<file path="src/rtl/branch_resolve_ctrl_comp.sv">
// Purpose: RV32I branch comparator; equality plus signed/unsigned less-than.
// Latency: combinational.  Backpressure: none.
// Ports:   a, b operands; funct = funct3[2:1] (bit1: relational group,
//          bit0: unsigned); br_eq, br_lt results.
module branch_comp (
  input  logic [31:0] a,
  input  logic [31:0] b,
  input  logic [1:0]  funct,
  output logic        br_eq,
  output logic        br_lt
);

  logic lt_signed;
  logic lt_unsigned;

  assign lt_signed   = $signed(a) < $signed(b);
  assign lt_unsigned = a < b;

  assign br_eq = (a == b);
  // BrLT only carries meaning for the relational group (funct3[2]=1);
  // BEQ/BNE consume BrEq alone, so it is held low for them.
  assign br_lt = funct[1] & (funct[0] ? lt_unsigned : lt_signed);

endmodule

</file>
<file path="config.mk">
export PLATFORM = sky130hd
export DESIGN_NAME = branch_comp
export DESIGN_NICKNAME = d
export VERILOG_FILES = /design/src/rtl/branch_resolve_ctrl_comp.sv
export SDC_FILE = /design/constraint.sdc
export NUM_CORES = 1
export LEC_CHECK = 0
export BUFFER_PORTS_ARGS = -buffer_cell sky130_fd_sc_hd__buf_4
export CAP_MARGIN = 20
export CORE_ASPECT_RATIO = 1.2
export CORE_MARGIN = 2
export CORE_UTILIZATION = 41
export DETAILED_ROUTE_END_ITERATION = 7
export PLACE_DENSITY = 0.84
export SKIP_LAST_GASP = 1
export SYNTH_ARGS = -nofsm -noshare
export SYNTH_HDL_FRONTEND = slang
export SYNTH_SLANG_ARGS = --single-unit
export TNS_END_PERCENT = 10
</file>
<file path="constraint.sdc">
create_clock -name vclk -period 3.71
set_input_delay 0.742 -clock vclk [all_inputs]
set_output_delay 0.742 -clock vclk [all_outputs]
set_load 0.005 [all_outputs]
</file>
==> results.sh, run 1 <==
export IMPL_cp_required_ns=2.97
export IMPL_worst_setup_path_end_kind="output pin"
export IMPL_ir_worst_vdd_uv=54.8
export IMPL_powerDensity_mw_per_mm2=97.3
export IMPL_holdCritPathClass="primary input to output pin"
export IMPL_ys_types=22
export IMPL_critPathMostFrequentCell="buf_4"
export IMPL_drc=0
export IMPL_synth_warnings=0
export IMPL_synth_top_area_cell="ha_1"
export IMPL_vias_per_cell=5.21
export IMPL_whs_ns=1.83
export IMPL_hpwl_um=2070
export IMPL_grt_pass1_vias=1062
export IMPL_tightest_slew_ns=0.345
export IMPL_cp_cell_sequence="buf_4 > ha_1 > a21oi_1 > o21ai_0 > a221o_1 > o31a_1 > or3_1 > a21boi_1 > buf_4"
export IMPL_status="completed"
export IMPL_grt_overflow_total=0
export IMPL_ys_seq_area_share_pct=0
export IMPL_wl_um=2190
export IMPL_place_gp_congestion=0.777
export IMPL_die_area_sq_mm=0.00238
export IMPL_worstPathMaxFanout=2
export IMPL_synth_top_area_share_pct=48.7
export IMPL_max_stage_delay_ns=0.35
export IMPL_avgSynthCellArea_sq_um=6.97
export IMPL_io_buffers=68
export IMPL_drive_gt1_share_pct=37.1
export IMPL_die_h_um=53.1
export IMPL_setup_violations=0
export IMPL_seqCellArea_sq_um=0
export IMPL_netlist_instances=118
export IMPL_grt_max_degree=4
export IMPL_syn_to_final_growth_pct=65.0
export IMPL_drtAntennaViolNets=0
export IMPL_slew_headroom_pct=76.8
export IMPL_netlist_area_sq_um=822
export IMPL_post_cts_buffers=0
export IMPL_leakage_nw=0.864
export IMPL_crit_slowest_cell="or3_1"
export IMPL_wl_per_cell_um=10.7
export IMPL_initial_core_util_pct=43.9
export IMPL_syn_num_nets=216
export IMPL_design_seq_count=0
export IMPL_crit_path_start_kind="primary input"
export IMPL_antenna_found_initial=0
export IMPL_synth_area_leaders="ha_1 49%, inv_1 15%, a21oi_1 6.7%"
export IMPL_post_route_period_util_pct=91.5
export IMPL_cap_violations=0
export IMPL_firstDrtPassIters=4
export IMPL_num_vias=1069
export IMPL_arrival_ns=2.65
export IMPL_clkbuf_count=0
export IMPL_drv_slew=0
export IMPL_die_width_um=44.9
export IMPL_crit_buf_inv=2
export IMPL_postCtsHoldBufs=0
export IMPL_fmax_mhz=295
export IMPL_grtUsageTotal_pct=19.3
export IMPL_grt_pass1_wl_um=3690
export IMPL_hold_viol=0
export IMPL_rsz0062_at_grt="false"
export IMPL_diodes=0
export IMPL_fin_setup_tns_ns=0
export IMPL_path_delay_family="compound AO/OA/AOI/OAI gates"
export IMPL_finalCriticalPeriod_ns=3.39
export IMPL_cts_resized=0
export IMPL_path_class="primary input to output pin"
export IMPL_fin_nets=286
export IMPL_coreArea_sq_mm=0.00187
export IMPL_row_count=17
export IMPL_ios=68
export IMPL_drt_initial_drc_count=3
## cells by family after synthesis
| kind of cell | share of synthesized area (%) |
|---|---|
| AND/OR/NAND/NOR | 16.3 |
| AO/OA/AOI/OAI | 19.9 |
| adder cells (fa/ha/maj) | 48.7 |
| buffers and inverters | 15.1 |
## layout make-up
cell class / instances / area, sq um
Fill cell: 161 / 515
Timing Repair Buffer: 68 / 510
Multi-Input combinational cell: 85 / 698
Inverter: 33 / 124
Tap cell: 19 / 23.8
## metrics by stage
step | power (mW) | setup slack [ns] | util, % | instances | cell area, sq um
after floorplan | 0.0624 | 0.600 | - | 118 | 822
after global placement | 0.126 | 0.334 | 72.5 | 205 | 1360
after detailed placement | 0.133 | 0.336 | 72.5 | 205 | 1360
after CTS | 0.134 | 0.331 | 72.5 | 205 | 1360
after global routing | 0.152 | 0.199 | 72.5 | 205 | 1360
final | 0.132 | 0.315 | 72.5 | 205 | 1360
## path summary, 6_finish.rpt
kind                  cells past startpoint  endpoint  slack, ns     start
worst max-delay path                      9     br_lt       0.32      a[5]
worst min-delay path                      3     br_lt       1.83  funct[1]
## where the power goes
part           switching [mW]  leakage [nW]  internal (mW)
sequential                  0             0              0
combinational          0.0515         0.864         0.0805
clock                       0             0              0
## synthesized netlist by cell type (all sizes together)
cell type	instances
o31a	1
or3	1
nor2	3
nand2	9
o211ai	1
a21boi	2
nand4	6
o21ai	4
nand3	3
a221o	1
a21o	3
nor4	2
a21oi	12
inv	33
a221oi	1
o21bai	1
nor3	1
ha	32
and3	1
nor2b	1
## metal layers
layer / GRT usage [%] / share of wire, %
met4: 1.96 / 0.96
met3: 2.39 / 9.9
met2: 42.8 / 56
met1: 18.2 / 34
met5: 0 / 0
## cell usage in the layout, fill, tap and decap left out, types with 2 or more instances in the layout
| cell | netlist | layout |
|---|---|---|
| nand3_1 | 3 | 3 |
| nand2_1 | 9 | 9 |
| nor4_1 | 2 | 2 |
| a21o_1 | 3 | 3 |
| nand4_1 | 6 | 6 |
| buf_4 | 0 | 68 |
| nor2_1 | 3 | 3 |
| a21oi_1 | 11 | 11 |
| inv_1 | 33 | 33 |
| o21ai_0 | 4 | 4 |
| ha_1 | 32 | 32 |
No activity file was read; power rests on OpenSTA's default activity.
==> run 2: changes to the inputs <==
Settings changed: CORE_UTILIZATION 41 to 37, PLACE_DENSITY 0.84 to 0.8.
Clock period 3.71 ns to 3 ns, I/O delays scaled along.
==> run 2 against run 1 <==
Compared with the run above: sequential share of layout area did not move; routed wire length rose by 20%; hold slack got worse by 0.30 ns; die area rose by 9.9%; total power rose by 57%; critical path type unchanged.
==> results.sh, run 2 (synthesis gave the netlist of run 1 again) <==
export IMPL_drtAntennaViolNets=0
export IMPL_initial_core_util_pct=39.7
export IMPL_grt_max_degree=4
export IMPL_cp_required_ns=2.40
export IMPL_min_from="funct[1]"
export IMPL_hold_viol=0
export IMPL_finish_utilization_pct=77.6
export IMPL_drc=0
export IMPL_path_class="primary input to output pin"
export IMPL_met1_usage_pct=16.7
export IMPL_place_area_sq_mm=0.00141
export IMPL_arrival_ns=2.33
export IMPL_grt_busiest_layer="met2"
export IMPL_slew_headroom_pct=83.3
export IMPL_vias_per_cell=4.94
export IMPL_cap_violations=0
export IMPL_layout_commonest_cell="buf_4"
export IMPL_wl_per_cell_um=11.9
export IMPL_crit_start="b[11]"
export IMPL_status="completed"
export IMPL_clkbuf_count=0
export IMPL_finalCriticalPeriod_ns=2.93
export IMPL_final_area_sq_mm=0.00161
export IMPL_fin_nets=291
export IMPL_worst_setup_path_end_kind="output pin"
export IMPL_p_total_mw=0.207
export IMPL_drive_gt1_share_pct=54.5
export IMPL_grt_pass1_vias=1151
export IMPL_die_area_sq_mm=0.00262
export IMPL_diodes=0
export IMPL_postCtsHoldBufs=0
export IMPL_grt_overflow_total=0
export IMPL_pre_cts_slack_ns=-0.101
export IMPL_die_h_um=55.6
export IMPL_tightest_slew_ns=0.248
export IMPL_wl_um=2630
export IMPL_design_seq_count=0
export IMPL_seqCellArea_sq_um=0
export IMPL_syn_to_final_growth_pct=95.6
export IMPL_grt_pass1_wl_um=3860
export IMPL_whs_ns=1.53
export IMPL_post_cts_buffers=0
export IMPL_drv_slew=0
export IMPL_post_route_period_util_pct=97.7
export IMPL_rsz0062_at_grt="true"
export IMPL_place_gp_congestion=0.787
export IMPL_powerDensity_mw_per_mm2=129
export IMPL_coreArea_sq_mm=0.00207
export IMPL_num_vias=1091
export IMPL_drt_initial_drc_count=6
export IMPL_io_buffers=68
export IMPL_firstDrtPassIters=3
export IMPL_row_count=18
export IMPL_worstPathMaxFanout=2
export IMPL_met3_usage_pct=1.95
export IMPL_crit_path_start_kind="primary input"
export IMPL_setup_violations=0
export IMPL_die_width_um=47.0
export IMPL_ios=68
export IMPL_leakage_nw=0.883
export IMPL_antenna_found_initial=0
export IMPL_final_cell_mix="72 x buf_4, 23 x inv_1, 20 x ha_1, 12 x ha_4, 9 x nand2_1"
export IMPL_setup_slack_ns=0.0698
export IMPL_grtUsageTotal_pct=18.3
export IMPL_hpwl_um=2150
export IMPL_holdCritPathClass="primary input to output pin"
export IMPL_ir_worst_vdd_uv=85.3
export IMPL_fmax_mhz=341
export IMPL_grt_use_met2_pct=38.6
==> run 2: cell types whose count changed in the layout (fill, tap and decap cells not counted), sizes merged <==
cell	previous run	this run
buf	68	73
==> run 2: cell type report <==
| class | instances | area (sq um) |
|---|---|---|
| multi-input combinational | 85 | 886 |
| timing repair buffer | 73 | 556 |
| fill | 166 | 464 |
| inverter | 33 | 129 |
| tap | 30 | 37.5 |
==> run 2: routing by layer <==
layer,vias up,routed length (um)
li1,554,-
met1,486,869
met2,47,1530
met3,4,203
met4,0,29
met5,-,0
==> run 2: per-stage QoR <==
step / std cells / setup TNS [ns]
after global placement: 221 / -0.0880
final: 221 / 0
after floorplan: 118 / 0
after global routing: 221 / -0.0533
after CTS: 221 / 0
after detailed placement: 221 / -0.101
==> run 2: critical path: stages <==
cell	delay (ns)
buf_4	0.11
inv_2	0.05
ha_4	0.19
nand4_1	0.12
nor2_1	0.06
a221o_1	0.31
o31a_1	0.29
or3_1	0.31
a21boi_1	0.15
buf_4	0.12
==> run 2: power breakdown <==
group	switching, mW	internal, mW	total, mW
Combinational	0.0843	0.123	0.207
Clock	0	0	0
Sequential	0	0	0
==> run 2: worst paths after layout <==
check / endpoint / slack (ns) / depth (start not counted)
hold / removal: br_lt / 1.53 / 3
setup / recovery: br_lt / 0.07 / 10
==> run 2: repair_timing <==
| item | 4_1_cts | 5_1_grt |
|---|---|---|
| endpoints found under the hold margin | 0 | 0 |
| endpoints found under the setup margin | 1 | 1 |
| pin swaps | 3 | 15 |
| resized for setup | 3 | 34 |
